**config.mk**
```make
export PLATFORM = sky130hd
export DESIGN_NAME = sonar_scheduler
export DESIGN_NICKNAME = d
export VERILOG_FILES = /design/src/rtl/sonar_pkg.sv /design/src/rtl/sonar_slot_sel.sv /design/src/rtl/sonar_scheduler.sv
export SDC_FILE = /design/constraint.sdc
export NUM_CORES = 1
export LEC_CHECK = 0
export CORE_ASPECT_RATIO = 0.6
export CORE_MARGIN = 2
export CORE_UTILIZATION = 58
export DETAILED_ROUTE_END_ITERATION = 8
export MAX_ROUTING_LAYER = met4
export PLACE_DENSITY = 0.83
export SLEW_MARGIN = 15
export SYNTH_ARGS = -nofsm -noshare
export SYNTH_HDL_FRONTEND = slang
export SYNTH_SLANG_ARGS = --single-unit
```
**constraint.sdc**
```tcl
create_clock -name CLOCK_50 -period 4.13 [get_ports CLOCK_50]
set_clock_uncertainty 0.05 [all_clocks]
set_input_delay 0.413 -clock CLOCK_50 [delete_from_list [all_inputs] [get_ports CLOCK_50]]
set_output_delay 0.413 -clock CLOCK_50 [all_outputs]
set_load 0.005 [all_outputs]
```
**src/rtl/sonar_pkg.sv**
```systemverilog
// -----------------------------------------------------------------------------
// sonar_pkg
// Shared definitions for the sonar measurement scheduler.
//   sched_state_t  : scheduler FSM states
//   SENSOR_FRONT/BACK : encoding of the sensor select (sel) signal
//   DIST_W / DIST_NONE : distance width and "no obstacle" value
//   slot_sensor()  : maps a slot index onto the sensor that owns it
// -----------------------------------------------------------------------------
package sonar_pkg;

    localparam int DIST_W = 12;
    localparam logic [DIST_W-1:0] DIST_NONE = 12'hFFF;

    localparam logic SENSOR_FRONT = 1'b0;
    localparam logic SENSOR_BACK  = 1'b1;

    localparam int SLOT_W = 4;

    typedef enum logic [2:0] {
        ST_IDLE,
        ST_GAP,
        ST_ARM,
        ST_WAIT,
        ST_DONE
    } sched_state_t;

    // Slot indices below the ratio belong to the primary sensor; the slot
    // equal to the ratio is the single slot handed to the secondary sensor.
    function automatic logic slot_sensor(input logic [SLOT_W-1:0] slot,
                                         input logic [SLOT_W-1:0] ratio,
                                         input logic              primary);
        return (slot == ratio) ? ~primary : primary;
    endfunction

endpackage

```
**src/rtl/sonar_slot_sel.sv**
```systemverilog
// -----------------------------------------------------------------------------
// sonar_slot_sel
// Slot counter and sensor selection for the sonar scheduler.
//   CLOCK_50   in  : system clock
//   reset      in  : asynchronous, active-low reset
//   direction  in  : 0 = forward (front is primary), 1 = reverse (back primary)
//   i_select   in  : pick a sensor when leaving IDLE (counter not advanced)
//   i_advance  in  : end of a measurement; advance the slot and re-pick
//   o_sel      out : sensor owning the current slot (0 = front, 1 = back)
// A direction change is only noticed at a selection point, so a measurement
// already in flight keeps its sensor; the new direction starts at slot 0.
// -----------------------------------------------------------------------------
module sonar_slot_sel
    import sonar_pkg::*;
#(
    parameter int PRIO_RATIO = 3
) (
    input  logic CLOCK_50,
    input  logic reset,
    input  logic direction,
    input  logic i_select,
    input  logic i_advance,
    output logic o_sel
);

    localparam logic [SLOT_W-1:0] RATIO    = SLOT_W'(PRIO_RATIO);
    localparam logic [SLOT_W-1:0] SLOT_ONE = SLOT_W'(1);

    logic [SLOT_W-1:0] r_slot;
    logic              r_dir_ref;   // direction the current slot counting refers to
    logic              r_sel;

    logic              w_changed;
    logic              w_update;
    logic [SLOT_W-1:0] w_slot_inc;
    logic [SLOT_W-1:0] w_slot_next;

    always_comb begin
        w_changed   = (direction != r_dir_ref);
        w_update    = i_select | i_advance;
        w_slot_inc  = (r_slot >= RATIO) ? '0 : r_slot + SLOT_ONE;
        w_slot_next = r_slot;
        if (w_changed) begin
            w_slot_next = '0;
        end else if (i_advance) begin
            w_slot_next = w_slot_inc;
        end
    end

    always_ff @(posedge CLOCK_50 or negedge reset) begin
        if (!reset) begin
            r_slot    <= '0;
            r_dir_ref <= 1'b0;
            r_sel     <= SENSOR_FRONT;
        end else if (w_update) begin
            r_slot    <= w_slot_next;
            r_dir_ref <= direction;
            r_sel     <= slot_sensor(w_slot_next, RATIO, direction);
        end
    end

    assign o_sel = r_sel;

endmodule

```
**src/rtl/sonar_scheduler.sv**
```systemverilog
// -----------------------------------------------------------------------------
// sonar_scheduler
// Time-multiplexes measurement requests to the front and back ranging engines
// so that only one transducer fires at a time, weighting slots toward the
// sensor facing the direction of travel.
//
// Parameters: GAP_CYCLES (idle gap), TIMEOUT_CYCLES (max wait for valid),
//             PRIO_RATIO (primary slots per secondary slot, 1..15)
// Ports:
//   CLOCK_50, reset (async, active-low)
//   enable, direction                      : control from motion logic
//   ready_*/valid_*/distance_*             : engine handshake and result
//   start_*                                : one-cycle registered start request
//   dist_*, new_*, timeout_*               : latched result, update pulse,
//                                            sticky timeout flag
//   sel, busy                              : current slot owner, FSM not idle
// Optional build macro SONAR_SCHED_STATS_EN adds the 16-bit saturating
// counters meas_cnt_front/back and to_cnt_front/back.
// -----------------------------------------------------------------------------
module sonar_scheduler
    import sonar_pkg::*;
#(
    parameter int GAP_CYCLES     = 3_000_000,
    parameter int TIMEOUT_CYCLES = 2_000_000,
    parameter int PRIO_RATIO     = 3
) (
    input  logic              CLOCK_50,
    input  logic              reset,
    input  logic              enable,
    input  logic              direction,
    input  logic              ready_front,
    input  logic              ready_back,
    input  logic              valid_front,
    input  logic              valid_back,
    input  logic [DIST_W-1:0] distance_front,
    input  logic [DIST_W-1:0] distance_back,
    output logic              start_front,
    output logic              start_back,
    output logic [DIST_W-1:0] dist_front,
    output logic [DIST_W-1:0] dist_back,
    output logic              new_front,
    output logic              new_back,
    output logic              timeout_front,
    output logic              timeout_back,
    output logic              sel,
    output logic              busy
`ifdef SONAR_SCHED_STATS_EN
    ,
    output logic [15:0]       meas_cnt_front,
    output logic [15:0]       meas_cnt_back,
    output logic [15:0]       to_cnt_front,
    output logic [15:0]       to_cnt_back
`endif
);

    localparam int GAP_W = $clog2(GAP_CYCLES) + 1;
    localparam int TO_W  = $clog2(TIMEOUT_CYCLES) + 1;

    // The DONE cycle already counts as the first gap cycle, so GAP dwells
    // GAP_CYCLES-1 cycles and consecutive starts are GAP_CYCLES+2 apart at best.
    localparam logic [GAP_W-1:0] GAP_LOAD = GAP_W'(GAP_CYCLES - 1);
    localparam logic [GAP_W-1:0] GAP_ONE  = GAP_W'(1);
    // Loaded when start is issued; valid is accepted while the counter runs
    // from TIMEOUT_CYCLES-1 down to 0 inclusive.
    localparam logic [TO_W-1:0]  TO_LOAD  = TO_W'(TIMEOUT_CYCLES - 1);
    localparam logic [TO_W-1:0]  TO_ONE   = TO_W'(1);

    sched_state_t      r_state, w_state_next;
    logic [GAP_W-1:0]  r_gap_cnt, w_gap_next;
    logic [TO_W-1:0]   r_to_cnt, w_to_next;
    logic              r_start_front, w_start_front_next;
    logic              r_start_back, w_start_back_next;
    logic              r_new_front, w_new_front_next;
    logic              r_new_back, w_new_back_next;
    logic              r_timeout_front, w_timeout_front_next;
    logic              r_timeout_back, w_timeout_back_next;
    logic [DIST_W-1:0] r_dist_front, w_dist_front_next;
    logic [DIST_W-1:0] r_dist_back, w_dist_back_next;

    logic w_sel;
    logic w_select;
    logic w_advance;
    logic w_ready_sel;
    logic w_valid_sel;

    sonar_slot_sel #(
        .PRIO_RATIO (PRIO_RATIO)
    ) u_slot_sel (
        .CLOCK_50  (CLOCK_50),
        .reset     (reset),
        .direction (direction),
        .i_select  (w_select),
        .i_advance (w_advance),
        .o_sel     (w_sel)
    );

    // Only the selected engine is ever looked at; the other one's handshake
    // is ignored entirely.
    assign w_ready_sel = (w_sel == SENSOR_BACK) ? ready_back : ready_front;
    assign w_valid_sel = (w_sel == SENSOR_BACK) ? valid_back : valid_front;

    always_comb begin
        w_state_next         = r_state;
        w_gap_next           = r_gap_cnt;
        w_to_next            = r_to_cnt;
        w_start_front_next   = 1'b0;
        w_start_back_next    = 1'b0;
        w_new_front_next     = 1'b0;
        w_new_back_next      = 1'b0;
        w_timeout_front_next = r_timeout_front;
        w_timeout_back_next  = r_timeout_back;
        w_dist_front_next    = r_dist_front;
        w_dist_back_next     = r_dist_back;
        w_select             = 1'b0;
        w_advance            = 1'b0;

        case (r_state)
            ST_IDLE: begin
                if (enable) begin
                    w_select     = 1'b1;
                    w_gap_next   = GAP_LOAD;
                    w_state_next = ST_GAP;
                end
            end
            ST_GAP: begin
                if (!enable) begin
                    w_state_next = ST_IDLE;
                end else if (r_gap_cnt <= GAP_ONE) begin
                    w_state_next = ST_ARM;
                end else begin
                    w_gap_next = r_gap_cnt - GAP_ONE;
                end
            end
            ST_ARM: begin
                if (w_ready_sel) begin
                    if (w_sel == SENSOR_BACK) begin
                        w_start_back_next = 1'b1;
                    end else begin
                        w_start_front_next = 1'b1;
                    end
                    w_to_next    = TO_LOAD;
                    w_state_next = ST_WAIT;
                end
            end
            ST_WAIT: begin
                // valid is tested first so it wins over a same-cycle expiry
                if (w_valid_sel) begin
                    if (w_sel == SENSOR_BACK) begin
                        w_dist_back_next    = distance_back;
                        w_new_back_next     = 1'b1;
                        w_timeout_back_next = 1'b0;
                    end else begin
                        w_dist_front_next    = distance_front;
                        w_new_front_next     = 1'b1;
                        w_timeout_front_next = 1'b0;
                    end
                    w_state_next = ST_DONE;
                end else if (r_to_cnt == '0) begin
                    if (w_sel == SENSOR_BACK) begin
                        w_timeout_back_next = 1'b1;
                    end else begin
                        w_timeout_front_next = 1'b1;
                    end
                    w_state_next = ST_DONE;
                end else begin
                    w_to_next = r_to_cnt - TO_ONE;
                end
            end
            ST_DONE: begin
                w_advance = 1'b1;
                if (enable) begin
                    w_gap_next   = GAP_LOAD;
                    w_state_next = ST_GAP;
                end else begin
                    w_state_next = ST_IDLE;
                end
            end
            default: begin
                w_state_next = ST_IDLE;
            end
        endcase
    end

    always_ff @(posedge CLOCK_50 or negedge reset) begin
        if (!reset) begin
            r_state         <= ST_IDLE;
            r_gap_cnt       <= '0;
            r_to_cnt        <= '0;
            r_start_front   <= 1'b0;
            r_start_back    <= 1'b0;
            r_new_front     <= 1'b0;
            r_new_back      <= 1'b0;
            r_timeout_front <= 1'b0;
            r_timeout_back  <= 1'b0;
            r_dist_front    <= DIST_NONE;
            r_dist_back     <= DIST_NONE;
        end else begin
            r_state         <= w_state_next;
            r_gap_cnt       <= w_gap_next;
            r_to_cnt        <= w_to_next;
            r_start_front   <= w_start_front_next;
            r_start_back    <= w_start_back_next;
            r_new_front     <= w_new_front_next;
            r_new_back      <= w_new_back_next;
            r_timeout_front <= w_timeout_front_next;
            r_timeout_back  <= w_timeout_back_next;
            r_dist_front    <= w_dist_front_next;
            r_dist_back     <= w_dist_back_next;
        end
    end

    assign start_front   = r_start_front;
    assign start_back    = r_start_back;
    assign new_front     = r_new_front;
    assign new_back      = r_new_back;
    assign timeout_front = r_timeout_front;
    assign timeout_back  = r_timeout_back;
    assign dist_front    = r_dist_front;
    assign dist_back     = r_dist_back;
    assign sel           = w_sel;
    assign busy          = (r_state != ST_IDLE);

`ifdef SONAR_SCHED_STATS_EN
    // Index: 0 meas front, 1 meas back, 2 timeout front, 3 timeout back
    logic [15:0] r_stat [4];
    logic [3:0]  w_stat_inc;
    logic        w_wait_valid;
    logic        w_wait_expire;

    always_comb begin
        w_wait_valid  = (r_state == ST_WAIT) && w_valid_sel;
        w_wait_expire = (r_state == ST_WAIT) && !w_valid_sel && (r_to_cnt == '0);
        w_stat_inc[0] = w_wait_valid  && (w_sel == SENSOR_FRONT);
        w_stat_inc[1] = w_wait_valid  && (w_sel == SENSOR_BACK);
        w_stat_inc[2] = w_wait_expire && (w_sel == SENSOR_FRONT);
        w_stat_inc[3] = w_wait_expire && (w_sel == SENSOR_BACK);
    end

    generate
        for (genvar gi = 0; gi < 4; gi++) begin : g_stat
            always_ff @(posedge CLOCK_50 or negedge reset) begin
                if (!reset) begin
                    r_stat[gi] <= '0;
                end else if (w_stat_inc[gi] && (r_stat[gi] != 16'hFFFF)) begin
                    r_stat[gi] <= r_stat[gi] + 16'd1;
                end
            end
        end
    endgenerate

    assign meas_cnt_front = r_stat[0];
    assign meas_cnt_back  = r_stat[1];
    assign to_cnt_front   = r_stat[2];
    assign to_cnt_back    = r_stat[3];
`endif

endmodule

```
* After elaboration in Yosys (flattened, before gate mapping)
Index checks and enable logic that the tools add are counted.
Widths: inputs -> output; s select.
** Storage, ports and cells
- Bits in registers :: 84
- Latch bits :: 0
- Bits in writable memories :: 0
- ROM bits :: 0
- Input bits :: 32
- Output and inout bits :: 32
- Logic and storage cells :: 94
- Memories :: 0
** Cells by class
- Add/subtract/negate cells :: 3
- Multiply operators :: 0
- Divide/modulo/power cells :: 0
- $lt $le $gt $ge :: 2
- Equality and inequality tests :: 15
- Shift-type cells :: 0
- Mux-type cells :: 43
- Bitwise operators :: 3
- Reductions and logical operators :: 14
** Operator list (number)
- $mux 23 :: 3
- $mux 22 :: 3
- $pmux 23 s2 :: 1
- $pmux 22 s2 :: 1
- $mux 1 :: 25
- $le 23x1->1 const B :: 1
- $sub 23x1->23 const B :: 1
- $logic_not 22->1 :: 1
- $sub 22x1->22 const B :: 1
- $mux 3 :: 6
- $pmux 3 s5 :: 1
- $mux 4 :: 3
- $ne 2x2->1 const B :: 6
- $reduce_and 3->1 :: 4
- $reduce_and 4->1 :: 3
- $eq 3x2->1 const B :: 2
- $ne 3x3->1 const B :: 2
- $reduce_bool 2->1 :: 3
- $add 4x1->4 const B :: 1
- $eq 4x2->1 const B :: 1
- $ge 4x2->1 const B :: 1
- $eq 3x1->1 const B :: 1
- $eq 3x3->1 const B :: 1
- $logic_not 3->1 :: 1
- 6 further kinds :: 7

* Depth between registers and ports, before layout
Gate-level depths: netlist of the first run.
- Word-level depth :: 6
- Mapped depth :: 8
- Gate-level depth less buffers :: 7

* By module
Synthesis of the first run repeated with hierarchy kept, for this count alone.
** Second synthesis, totals
- Cells, all modules :: 393
- Area total of the unflattened synthesis :: 4207.8 um^2
** By module, submodules not included
- sonar_scheduler :: times used 1, cells an instance 369, area each 3912.5 um^2, sequential area each 1981.9 um^2
- sonar_slot_sel :: times used 1, cells an instance 24, area each 295.3 um^2, sequential area each 150.1 um^2

* Worst setup path before layout of the first run
Ideal clock, no wire load.
- Path kind :: reg-to-reg
- Start :: register u_slot_sel.r_sel, in the netlist u_slot_sel.o_sel
- End :: register r_to_cnt[20]
- Setup time :: 0.069 ns
- Arrival :: 2.351 ns
- Data required time :: 4.011 ns
- Setup slack :: 1.661 ns
- Stages on the path, launching flop included :: 8
- Path buffers :: 2
- Clock period less this slack :: 2.469 ns
- Path through :: dfrtp_1 > buf_6 > mux2_4 > a211o_1 > or4_1 > clkbuf_1 > or4_1 > nand3_1
** On the way
- Word-level cells in the longest chain between the ends :: 3
- Elaborated cells between the ends (all ways) :: 5
- Those cells by class :: eq/ne (2); mux (2); reduce/logical (1)
** RTL lines
- from (decl) :: RTL line sonar_slot_sel.sv:31 : logic r_sel;
- from (signal assigned) :: RTL line sonar_slot_sel.sv:58 : r_sel <= slot_sensor(w_slot_next, RATIO, direction);
- $mux 1 (on tied branches) :: RTL line sonar_scheduler.sv:100, sonar_scheduler.sv:99
- $ne 2x2->1 (no source line)
- $reduce_and 4->1 (no source line) (*)
- to (signal assigned) :: RTL line sonar_scheduler.sv:200 : r_to_cnt <= w_to_next;
- to (decl) :: RTL line sonar_scheduler.sv:70 : logic [TO_W-1:0] r_to_cnt, w_to_next;
Mark *: on every way between the ends. The rest lies on a longest branch, timed or not.
A chain may end at the register's enable or synchronous reset.

* Worst setup path after layout of the first run
- Start :: register r_gap_cnt[10]
- End :: register r_gap_cnt[2]
** On the way
- Word-level cells in the longest chain between the ends :: 3
** RTL lines
- from (decl) :: RTL line sonar_scheduler.sv:69 : logic [GAP_W-1:0] r_gap_cnt, w_gap_next;
- from (signal assigned) :: RTL line sonar_scheduler.sv:199 : r_gap_cnt <= w_gap_next;
- $le 23x1->1 :: RTL line sonar_scheduler.sv:128 : end else if (r_gap_cnt <= GAP_ONE) begin
- $ne 2x2->1 (no source line)
- $reduce_and 4->1 (no source line)
No other way between the ends.

==> Flow_metrics.wiki, run 1 <==
{| class="wikitable"
! Metric !! Value
|-
| Maximum net fanout on the critical path || 11
|-
| Type of the tightest min-delay check || input pin to asynchronous set/reset pin
|-
| DPL Wire Length || 7460 um
|-
| Height of the chip || 69.9 um
|-
| Number of max-slew violations in the final report || 0
|-
| Data arrival time of the critical path || 3050 ps
|-
| Crit start category || flip-flop
|-
| Initial drt markers || 378
|-
| Number of filler instances in the final layout || 460
|-
| CTS tree || done
|-
| Status || completed
|-
| Vias after detailed routing || 3557
|-
| Min Clock Period, post-route || 2910 ps
|-
| Unrepaired setup endpoints after global routing || no
|-
| Transition time of the tightest slew-check pin || 1140 ps
|-
| Number of flops mapped to enable cells by yosys || 0
|-
| Global-route wire length before repair || between 15000 and 20000 um
|-
| Clock Sink Count || 84
|-
| Count of different cell masters after synthesis || between 50 and 60
|-
| Final Cycle Share || a little over two thirds
|-
| Cts repair resizes || 0
|-
| Root Buffer || sky130_fd_sc_hd__clkbuf_16
|-
| Antenna Diode Count || 0
|-
| IO buf count || 63
|-
| Worst-case clock buffer depth || 2
|-
| Overall fraction of global-route tracks in use || 30.6%
|-
| Clock transition at the registers of the reported paths || 60 ps
|-
| Fin Setup TNS || 0 ps
|-
| Share of synthesized registers carrying an async set or reset || 100%
|-
| Initial DRT Pass Iterations || 5
|-
| Final routed DRC violation total || 0
|-
| TritonCTS buffer count || 9
|-
| Critical path type || flip-flop to flip-flop
|-
| Antenna violations before repair || 0
|-
| Cell area after layout || 5170 um^2
|-
| Share of final-layout standard cells stronger than drive strength 1 || 18.2%
|-
| Finish-stage setup viols || 0
|-
| Final hold violation count || 0
|-
| Post-CTS repair timing setup buffer count || 0
|-
| Synth Flop Type || sky130_fd_sc_hd__dfrtp_1
|-
| Top-level port count || 64
|-
| Core outline area || 6850 um^2
|-
| Vias in the first global route || between 3000 and 4000
|-
| GP Congestion || 0.844
|-
| Row count || 23
|-
| Cell area after synthesis || 4200 um^2
|-
| Max-cap violations || 0
|-
| Nets || roughly 490
|-
| Max IR drop VDD || 0.394 mV
|-
| Worst-Skew Late Latency || 340 ps
|-
| Pin count of the biggest net entering global routing || 85
|-
| Starting density of the core || 61.3%
|-
| Critical path endpoint category || flip-flop
|-
| Number of cells produced by synthesis || 402
|-
| PwrDens || 491 nW/um^2
|-
| Final design utilization || 75.5%
|-
| Routed Wire Length || 10900 um
|-
| Synthesis-to-finish area growth || 23.1%
|-
| Final routed wire length divided by cell count || between 15 and 20 um
|-
| Post-detailed-placement cell area || ~4900 um^2
|-
| Portion of the post-synthesis area used by sequential elements || 50.8%
|-
| Maximum frequency from static timing analysis || roughly 340 MHz
|-
| #FFs+latches synth || 84
|-
| Average size of a mapped cell || 10.4 um^2
|-
| CTS HTree Levels || 3
|-
| Data required time at the worst endpoint || roughly 4300 ps
|-
| Via count normalized by instance count || 6.49
|-
| Reported leakage power || 1.91 nW
|-
| Overflow left after global routing || 0
|-
| Die area || 7960 um^2
|-
| Max transition margin || between 20% and 30%
|-
| Synthesis warning total || 0
|-
| Routed Antenna Nets || 0
|-
| Hold_buf cts || 0
|-
| Synth Net Count || ~440
|-
| Smallest hold slack || 188 ps
|-
| Die Width || 114 um
|}
-- layout by cell type, fill, tap and decap left out, types with 3 or more instances in the layout --
| cell type | synthesis | routed |
|---|---|---|
| sky130_fd_sc_hd__or3_1 | 19 | 19 |
| sky130_fd_sc_hd__dfrtp_1 | 60 | 60 |
| sky130_fd_sc_hd__and2_1 | 7 | 7 |
| sky130_fd_sc_hd__o31a_1 | 3 | 3 |
| sky130_fd_sc_hd__clkbuf_16 | 0 | 9 |
| sky130_fd_sc_hd__o41ai_1 | 3 | 3 |
| sky130_fd_sc_hd__a21oi_1 | 15 | 15 |
| sky130_fd_sc_hd__dfstp_2 | 24 | 24 |
| sky130_fd_sc_hd__nand4_1 | 3 | 3 |
| sky130_fd_sc_hd__or4_4 | 4 | 4 |
| sky130_fd_sc_hd__clkdlybuf4s50_1 | 0 | 62 |
| sky130_fd_sc_hd__or2_2 | 6 | 6 |
| sky130_fd_sc_hd__nor2_1 | 25 | 25 |
| sky130_fd_sc_hd__o31ai_1 | 22 | 22 |
| sky130_fd_sc_hd__o211ai_1 | 5 | 5 |
| sky130_fd_sc_hd__a31oi_1 | 5 | 5 |
| sky130_fd_sc_hd__nor3_1 | 14 | 14 |
| sky130_fd_sc_hd__nand2_1 | 25 | 25 |
| sky130_fd_sc_hd__inv_1 | 9 | 9 |
| sky130_fd_sc_hd__nor4_1 | 8 | 7 |
| sky130_fd_sc_hd__xor2_1 | 3 | 3 |
| sky130_fd_sc_hd__and4_1 | 3 | 3 |
| sky130_fd_sc_hd__o21ai_0 | 16 | 16 |
| sky130_fd_sc_hd__o21ai_1 | 4 | 4 |
| sky130_fd_sc_hd__mux2i_1 | 4 | 4 |
| sky130_fd_sc_hd__clkinv_2 | 0 | 3 |
| sky130_fd_sc_hd__and3_1 | 3 | 3 |
| sky130_fd_sc_hd__mux2_2 | 24 | 24 |
| sky130_fd_sc_hd__ha_1 | 5 | 5 |
| sky130_fd_sc_hd__nand3_1 | 15 | 15 |
| sky130_fd_sc_hd__or4_1 | 19 | 19 |
-- path summary, 6_finish.rpt --
| path | start | to | slack, ps | cells after the start |
|---|---|---|---|---|
| setup reg to reg | r_gap_cnt[10] | r_gap_cnt[2] | 1220 | 5 |
| hold reg to reg | u_slot_sel.r_slot[3] | u_slot_sel.r_slot[3] | 440 | 1 |
| max in group asynchronous | reset | u_slot_sel.r_slot[0] | 3150 | 1 |
| min in group CLOCK_50 | u_slot_sel.r_slot[3] | u_slot_sel.r_slot[3] | 440 | 1 |
| setup / recovery | r_gap_cnt[10] | r_gap_cnt[2] | 1220 | 5 |
| hold / removal | reset | r_gap_cnt[19] | 190 | 1 |
-- critical path, stage by stage (launching register included) --
cell and delay (ps):
sky130_fd_sc_hd__dfrtp_1 390, sky130_fd_sc_hd__or4_1 640, sky130_fd_sc_hd__or4_1 650, sky130_fd_sc_hd__o211ai_1 730
sky130_fd_sc_hd__xor2_1 220, sky130_fd_sc_hd__nand2_1 80
-- cell type report --
type | instances | area (um^2) | share of cell area [%]
flip-flops and latches | 84 | 2130 | 41.2
inverters | 9 | 33.8 | 0.653
clock inverters | 5 | 75.1 | 1.45
clock buffers | 11 | 243 | 4.70
well taps | 87 | 109 | 2.11
multi-input cells | 288 | 1940 | 37.6
repair buffers | 64 | 636 | 12.3
-- registers in the layout, summed over array words and instances, names as in the netlist --
signal and flops:
u_slot_sel.r_slot 4, r_state 3, r_to_cnt 22, dist_back 12, timeout_front 1, new_front 1, start_back 1, timeout_back 1
u_slot_sel.o_sel 1, dist_front 12, new_back 1, u_slot_sel.r_dir_ref 1, r_gap_cnt 23, start_front 1
-- metal layers --
layer	wire length (um)	global-route usage, %	up-vias
met5	0	-	-
met4	87	8.81	0
met3	1110	10.9	9
met2	4860	44.0	195
met1	4810	41.2	1733
li1	-	-	1620
-- kinds of logic after synthesis --
kind of cell,after synthesis,share of synthesized area [%]
buffers and inverters,30,3.25
multiplexers,29,7.75
AND/OR/NAND/NOR,164,22.2
AO/OA/AOI/OAI,86,13.7
adder cells (fa/ha/maj),5,1.49
XOR/XNOR,4,0.834
flip-flops,84,50.8
-- metrics by stage --
stage | setup WS (ps) | power [W] | instances
after floorplan | 1660 | 0.00140 | 402
after global placement | 1260 | 0.00164 | 532
after detailed placement | 1110 | 0.00167 | 532
after CTS | 1250 | 0.00254 | 548
after global routing | 1010 | 0.00266 | 548
final | 1220 | 0.00254 | 548
-- cell usage after synthesis (8+ instances only) --
| master | instances | area (um^2) |
|---|---|---|
| sky130_fd_sc_hd__inv_1 | 9 | 33.8 |
| sky130_fd_sc_hd__clkbuf_1 | 12 | 45.0 |
| sky130_fd_sc_hd__dfstp_2 | 24 | 631 |
| sky130_fd_sc_hd__nand2_1 | 25 | 93.8 |
| sky130_fd_sc_hd__mux2_2 | 24 | 270 |
| sky130_fd_sc_hd__nand3_1 | 15 | 75.1 |
| sky130_fd_sc_hd__a21oi_1 | 15 | 75.1 |
| sky130_fd_sc_hd__nor3_1 | 14 | 70.1 |
| sky130_fd_sc_hd__o21ai_0 | 16 | 80.1 |
| sky130_fd_sc_hd__dfrtp_1 | 60 | 1500 |
| sky130_fd_sc_hd__nor4_1 | 8 | 50.1 |
| sky130_fd_sc_hd__nor2_1 | 25 | 93.8 |
| sky130_fd_sc_hd__or3_1 | 19 | 119 |
| sky130_fd_sc_hd__o31ai_1 | 22 | 165 |
| sky130_fd_sc_hd__or4_1 | 19 | 143 |
-- power breakdown --
group	total (W)	internal (W)	switching [W]
registers	0.00112	0.000990	0.000130
logic	0.000551	0.000290	0.000261
clock network	0.000866	0.000543	0.000323
total	0.00254	0.00182	0.000714
Note: power is estimated with default switching activity, not from simulation.
==> run 2, diff against run 1 <==
Settings changed: CORE_UTILIZATION 58 to 49, PLACE_DENSITY 0.83 to 0.74.
Clock period 4.13 ns to 2.6 ns, I/O delays scaled along.
==> run 2 against run 1 <==
  * Routed wire length shrank 2.7%
  * Setup slack got worse by 1100 ps
  * Hold slack improved by 220 ps
  * First-iteration DRC count shrank 40%
  * Global-route usage down 4.4 points
  * Sequential share of layout area is 2.6 points lower
  * Non-clock buffer count rose by 36
  * Sequential power is 56% higher
  * Count of clock-buffer cells in the layout is 2 lower
  * Flip-flop and latch count stayed put
  * Total power increased by 65%
  * Die area grew 17%
==> Flow_metrics.wiki, run 2 (synthesis gave the netlist of run 1 again) <==
{| class="wikitable"
! Metric !! Value
|-
| Status || completed (unchanged)
|-
| Final routed DRC violation total || 0 (unchanged)
|-
| Crit start category || flip-flop (unchanged)
|-
| IO buf count || 63 (unchanged)
|-
| Critical path type || flip-flop to flip-flop (unchanged)
|-
| Top-level port count || 64 (unchanged)
|-
| DPL Wire Length || 7540 um (was 7460 um)
|-
| Synthesis-to-finish area growth || 31.6% (was 23.1%)
|-
| Antenna Diode Count || 0 (unchanged)
|-
| Reported leakage power || 2.09 nW (was 1.91 nW)
|-
| Global-route wire length before repair || 17900 um (was 18300 um)
|-
| Initial DRT Pass Iterations || 4 (was 5)
|-
| PwrDens || 759 nW/um^2 (was 491 nW/um^2)
|-
| Vias in the first global route || 3637 (was 3540)
|-
| Max-cap violations || 0 (unchanged)
|-
| Transition time of the tightest slew-check pin || 589 ps (was 1140 ps)
|-
| Row count || 26 (was 23)
|-
| Overflow left after global routing || 0 (unchanged)
|-
| CTS tree || done (unchanged)
|-
| Vias after detailed routing || 3541 (was 3557)
|-
| Final hold violation count || 0 (unchanged)
|-
| Most common cell after layout, fill and taps aside || sky130_fd_sc_hd__clkdlybuf4s50_1 (unchanged)
|-
| Clock transition at the registers of the reported paths || 60 ps (about the same)
|-
| Core outline area || 8430 um^2 (was 6850 um^2)
|-
| Final Cycle Share || 95.8% (was 70.5%)
|-
| Data arrival time of the critical path || 2700 ps (was 3050 ps)
|-
| Footprint of the multi-input gates || 1950 um^2 (was 1940 um^2)
|-
| GP Congestion || 0.858 (was 0.844)
|-
| Nets || 529 (was 493)
|-
| Routed Antenna Nets || 0 (unchanged)
|-
| TritonCTS buffer count || 9 (unchanged)
|-
| Fin Setup TNS || 0 ps (unchanged)
|-
| Routed Wire Length || 10600 um (was 10900 um)
|-
| Most used cells in the layout excluding fill and tap cells || sky130_fd_sc_hd__clkdlybuf4s50_1, sky130_fd_sc_hd__dfrtp_1, sky130_fd_sc_hd__buf_4, sky130_fd_sc_hd__nand2_1, sky130_fd_sc_hd__nor2_1 (was sky130_fd_sc_hd__clkdlybuf4s50_1, sky130_fd_sc_hd__dfrtp_1, sky130_fd_sc_hd__nand2_1, sky130_fd_sc_hd__nor2_1)
|-
| Number of max-slew violations in the final report || 0 (unchanged)
|-
| Unrepaired setup endpoints after global routing || no (unchanged)
|-
| Clock Sink Count || 84 (unchanged)
|-
| Max IR drop VDD || 0.514 mV (was 0.394 mV)
|-
| Type of the tightest min-delay check || input pin to asynchronous set/reset pin (unchanged)
|-
| CTS HTree Levels || 3 (unchanged)
|-
| Non-filler cells in the finished layout || 609 (was 548)
|-
| Pin count of the biggest net entering global routing || 45 (was 85)
|-
| Largest regs || r_gap_cnt (23), r_to_cnt (22) (unchanged)
|-
| Number of filler instances in the final layout || 645 (was 460)
|-
| Finish-stage setup viols || 0 (unchanged)
|-
| Data required time at the worst endpoint || 2810 ps (was 4270 ps)
|-
| Critical path endpoint category || flip-flop (unchanged)
|-
| Final routed wire length divided by cell count || 17.4 um (was 19.8 um)
|-
| Top register by number of flip-flops || r_gap_cnt (unchanged)
|-
| Max transition margin || 60.8% (was 23.9%)
|-
| Via count normalized by instance count || 5.81 (was 6.49)
|-
| Area occupied by registers || 2130 um^2 (unchanged)
|-
| Antenna violations before repair || 0 (unchanged)
|-
| Initial drt markers || 227 (was 378)
|-
| # placed instances || 591 (was 532)
|-
| Starting density of the core || 49.8% (was 61.3%)
|-
| Worst-Skew Late Latency || 340 ps (about the same)
|-
| Maximum frequency from static timing analysis || 402 MHz (was 344 MHz)
|-
| Share of final-layout standard cells stronger than drive strength 1 || 24.3% (was 18.2%)
|-
| Root Buffer || sky130_fd_sc_hd__clkbuf_16 (unchanged)
|-
| Height of the chip || 75.7 um (was 69.9 um)
|-
| Overall fraction of global-route tracks in use || 26.2% (was 30.6%)
|-
| Die area || 9350 um^2 (was 7960 um^2)
|-
| Flip-flop count of the largest register, all copies and words added || 23 (unchanged)
|-
| Min Clock Period, post-route || 2490 ps (was 2910 ps)
|-
| Worst-case clock buffer depth || 2 (unchanged)
|-
| Maximum net fanout on the critical path || 10 (was 11)
|-
| Die Width || 124 um (was 114 um)
|}
run 2: cell type report:
class,instances,area share (%)
repair buffers,100,16.7
clock inverters,7,2.22
inverters,9,0.612
multi-input cells,288,35.2
clock buffers,9,4.08
well taps,112,2.54
flip-flops and latches,84,38.6
run 2: path summary, 6_finish.rpt:
kind / startpoint / cells past startpoint / slack [ps] / to
max: r_gap_cnt[5] / 6 / 110 / r_gap_cnt[22]
min: reset / 2 / 410 / r_gap_cnt[9]
max reg2reg: r_gap_cnt[5] / 6 / 110 / r_gap_cnt[22]
min reg2reg: u_slot_sel.r_slot[2] / 1 / 440 / u_slot_sel.r_slot[2]
max in group asynchronous: reset / 3 / 1410 / dist_front[9]
min in group CLOCK_50: ready_back / 3 / 420 / start_back
run 2: metrics by stage:
| stage | util (%) | setup WS (ps) | hold WS (ps) | area [um^2] | total power [W] |
|---|---|---|---|---|---|
| floorplan | - | 131 | -85.6 | 4200 | 0.00222 |
| global placement | 61.1 | -1.80 | 256 | 5150 | 0.00267 |
| detailed placement | 61.1 | -27.7 | 257 | 5150 | 0.00271 |
| CTS | 65.4 | 85.4 | 409 | 5510 | 0.00422 |
| global route | 65.6 | 5.02 | 444 | 5520 | 0.00441 |
| finish | 65.6 | 110 | 406 | 5520 | 0.00419 |
run 2: worst max-delay path, cell delays in order, from the launching register on:
cell                      delay, ps
sky130_fd_sc_hd__dfrtp_1        400
sky130_fd_sc_hd__or4_4          570
sky130_fd_sc_hd__or4_4          500
sky130_fd_sc_hd__buf_4          180
sky130_fd_sc_hd__or2_1          250
sky130_fd_sc_hd__or3_1          300
sky130_fd_sc_hd__a21oi_1        150
run 2: what timing repair did:
action / CTS / global route
resized for setup: 0 / 2
buffers inserted: 0 / 1
setup endpoints to repair: 0 / 7
endpoints found under the hold margin: 39 / 0
hold buffers: 1 / 0
run 2: routing by layer:
metal,up-vias,global-route usage (%),wire length [um]
met5,-,-,0
met4,0,6.57,89
met3,11,9.36,917
met2,118,38.2,4650
met1,1719,34.9,4920
li1,1693,-,-
run 2: where the power goes:
group	leakage, nW	switching, W	internal (W)
clock network	0.162	0.000551	0.000944
registers	0.951	0.000176	0.00157
logic	0.975	0.000436	0.000514
total	2.09	0.00116	0.00303
==> run 3, diff against run 2 <==
Settings changed: CORE_ASPECT_RATIO 0.6 to not set.
==> run 3 against run 2 <==
  * Sequential share of layout area rose by 1.7 points
  * Combinational power fell by 4.0%
  * Routed wire length fell by 7.7%
  * Count of clock-buffer cells in the layout did not move
  * Critical path depth fell by 1
  * Critical endpoint is now r_to_cnt[3]
  * Largest power group unchanged
==> Flow_metrics.wiki, run 3 (synthesis gave the netlist of run 1 again) <==
{| class="wikitable"
! Metric !! Value
|-
| Status || completed (unchanged)
|-
| Height of the chip || 96.6 um (was 75.7 um)
|-
| DPL Wire Length || 6880 um (was 7540 um)
|-
| Die area || 9330 um^2 (was 9350 um^2)
|-
| Root Buffer || sky130_fd_sc_hd__clkbuf_8 (was sky130_fd_sc_hd__clkbuf_16)
|-
| Worst-Skew Late Latency || 350 ps (was 340 ps)
|-
| Final hold violation count || 0 (unchanged)
|-
| Overall fraction of global-route tracks in use || 23.4% (was 26.2%)
|-
| PnR worst setup slack || 148 ps (was 110 ps)
|-
| Pin count of the biggest net entering global routing || 49 (was 45)
|-
| Critical path type || flip-flop to flip-flop (unchanged)
|-
| Top register by number of flip-flops || r_gap_cnt (unchanged)
|-
| Vias after detailed routing || 3573 (was 3541)
|-
| Crit start category || flip-flop (unchanged)
|-
| Reported leakage power || 1.98 nW (was 2.09 nW)
|-
| TritonCTS buffer count || 9 (unchanged)
|-
| Top-level port count || 64 (unchanged)
|-
| Share of final-layout standard cells stronger than drive strength 1 || 23.6% (was 24.3%)
|-
| Finish-stage setup viols || 0 (unchanged)
|-
| Synthesis-to-finish area growth || 25.9% (was 31.6%)
|-
| Setup Slack @ Placement || -7.79 ps (was -27.7 ps)
|-
| CTS HTree Levels || 3 (unchanged)
|-
| Data arrival time of the critical path || 2630 ps (was 2700 ps)
|-
| Clock transition at the registers of the reported paths || 90 ps (was 60 ps)
|-
| Vias in the first global route || 3584 (was 3637)
|-
| Worst-case clock buffer depth || 2 (unchanged)
|-
| Most common cell after layout, fill and taps aside || sky130_fd_sc_hd__clkdlybuf4s50_1 (unchanged)
|-
| Die Width || 96.6 um (was 124 um)
|-
| Critical path endpoint category || flip-flop (unchanged)
|-
| Antenna violations before repair || 0 (unchanged)
|-
| Maximum frequency from static timing analysis || 408 MHz (was 402 MHz)
|-
| Smallest hold slack || 425 ps (was 406 ps)
|-
| Flip-flop count of the largest register, all copies and words added || 23 (unchanged)
|-
| Final Cycle Share || 94.3% (was 95.8%)
|-
| Nets || 523 (was 529)
|-
| Number of max-slew violations in the final report || 0 (unchanged)
|-
| GP Congestion || 0.893 (was 0.858)
|-
| Type of the tightest min-delay check || input pin to asynchronous set/reset pin (unchanged)
|-
| Area occupied by registers || 2130 um^2 (unchanged)
|-
| Initial DRT Pass Iterations || 5 (was 4)
|-
| Transition time of the tightest slew-check pin || 600 ps (was 589 ps)
|-
| Final routed wire length divided by cell count || 16.4 um (was 17.4 um)
|-
| Most used cells in the layout excluding fill and tap cells || sky130_fd_sc_hd__clkdlybuf4s50_1, sky130_fd_sc_hd__dfrtp_1, sky130_fd_sc_hd__buf_4, sky130_fd_sc_hd__nand2_1, sky130_fd_sc_hd__nor2_1 (unchanged)
|-
| Via count normalized by instance count || 5.99 (was 5.81)
|-
| Row count || 33 (was 26)
|-
| CTS tree || done (unchanged)
|-
| Data required time at the worst endpoint || 2780 ps (was 2810 ps)
|-
| IO buf count || 63 (unchanged)
|-
| Min Clock Period, post-route || 2450 ps (was 2490 ps)
|-
| Global-route wire length before repair || 16500 um (was 17900 um)
|-
| PwrDens || 665 nW/um^2 (was 759 nW/um^2)
|-
| Maximum net fanout on the critical path || 11 (was 10)
|-
| Final routed DRC violation total || 0 (unchanged)
|-
| Clock Sink Count || 84 (unchanged)
|-
| Routed Antenna Nets || 0 (unchanged)
|-
| Number of filler instances in the final layout || 666 (was 645)
|-
| Initial drt markers || 270 (was 227)
|-
| Max IR drop VDD || 0.447 mV (was 0.514 mV)
|-
| Max-cap violations || 0 (unchanged)
|-
| Power, Total || 0.00351 W (was 0.00419 W)
|-
| Max transition margin || 60.0% (was 60.8%)
|-
| Footprint of the multi-input gates || 1950 um^2 (about the same)
|-
| Routed Wire Length || 9760 um (was 10600 um)
|-
| Unrepaired setup endpoints after global routing || no (unchanged)
|-
| Fin Setup TNS || 0 ps (unchanged)
|-
| Core outline area || 8260 um^2 (was 8430 um^2)
|-
| Largest regs || r_gap_cnt (23), r_to_cnt (22) (unchanged)
|-
| Starting density of the core || 50.8% (was 49.8%)
|-
| Overflow left after global routing || 0 (unchanged)
|-
| Antenna Diode Count || 0 (unchanged)
|}
[run 3: final timing paths]
path                                      start                   end  slack, ps  cells after the start
min in group CLOCK_50      u_slot_sel.r_slot[3]  u_slot_sel.r_slot[3]        440                      1
setup / recovery                   r_to_cnt[10]           r_to_cnt[3]        150                      5
setup reg to reg                   r_to_cnt[10]           r_to_cnt[3]        150                      5
hold / removal                            reset             new_front        420                      2
hold reg to reg            u_slot_sel.r_slot[3]  u_slot_sel.r_slot[3]        440                      1
max in group asynchronous                 reset         dist_front[1]       1340                      3
[run 3: metrics by stage]
step / std cells / util, % / area [um^2]
after floorplan: 402 / - / 4200
after global placement: 579 / 61.7 / 5090
after detailed placement: 579 / 61.7 / 5090
after CTS: 596 / 63.9 / 5280
after global routing: 596 / 64.0 / 5290
final: 596 / 64.0 / 5290
[run 3: what timing repair did]
action | 4_1_cts | 5_1_grt
hold buffers | 1 | 0
resized for setup | 0 | 2
setup buffers | 0 | 0
setup endpoints to repair | 0 | 9
endpoints found under the hold margin | 31 | 0
[run 3: worst max-delay path, cell delays in order, from the launching register on]
cell	delay, ps
sky130_fd_sc_hd__dfrtp_1	420
sky130_fd_sc_hd__or4_4	570
sky130_fd_sc_hd__or3_1	430
sky130_fd_sc_hd__or4_4	520
sky130_fd_sc_hd__nand2_1	210
sky130_fd_sc_hd__o211ai_1	120
[run 3: layout make-up]
class | instances | share of cell area (%)
clock inverters | 7 | 0.970
flip-flops and latches | 84 | 40.3
clock buffers | 9 | 2.34
well taps | 105 | 2.48
inverters | 9 | 0.639
repair buffers | 94 | 16.3
multi-input cells | 288 | 36.9
[run 3: power by group]
part | internal (W) | switching, W | leakage, nW | total (W)
Sequential | 0.00157 | 0.000181 | 0.951 | 0.00175
Clock | 0.000352 | 0.000500 | 0.0860 | 0.000852
Combinational | 0.000503 | 0.000409 | 0.942 | 0.000912
[run 3: per-layer routing]
metal	share of wire [%]	vias to the layer above	global-route usage [%]	wire, um
met4	1.8	0	8.22	177
li1	-	1682	-	-
met5	0	-	-	0
met1	45	1726	30.9	4400
met2	46	145	35.5	4500
met3	7.0	20	5.74	687
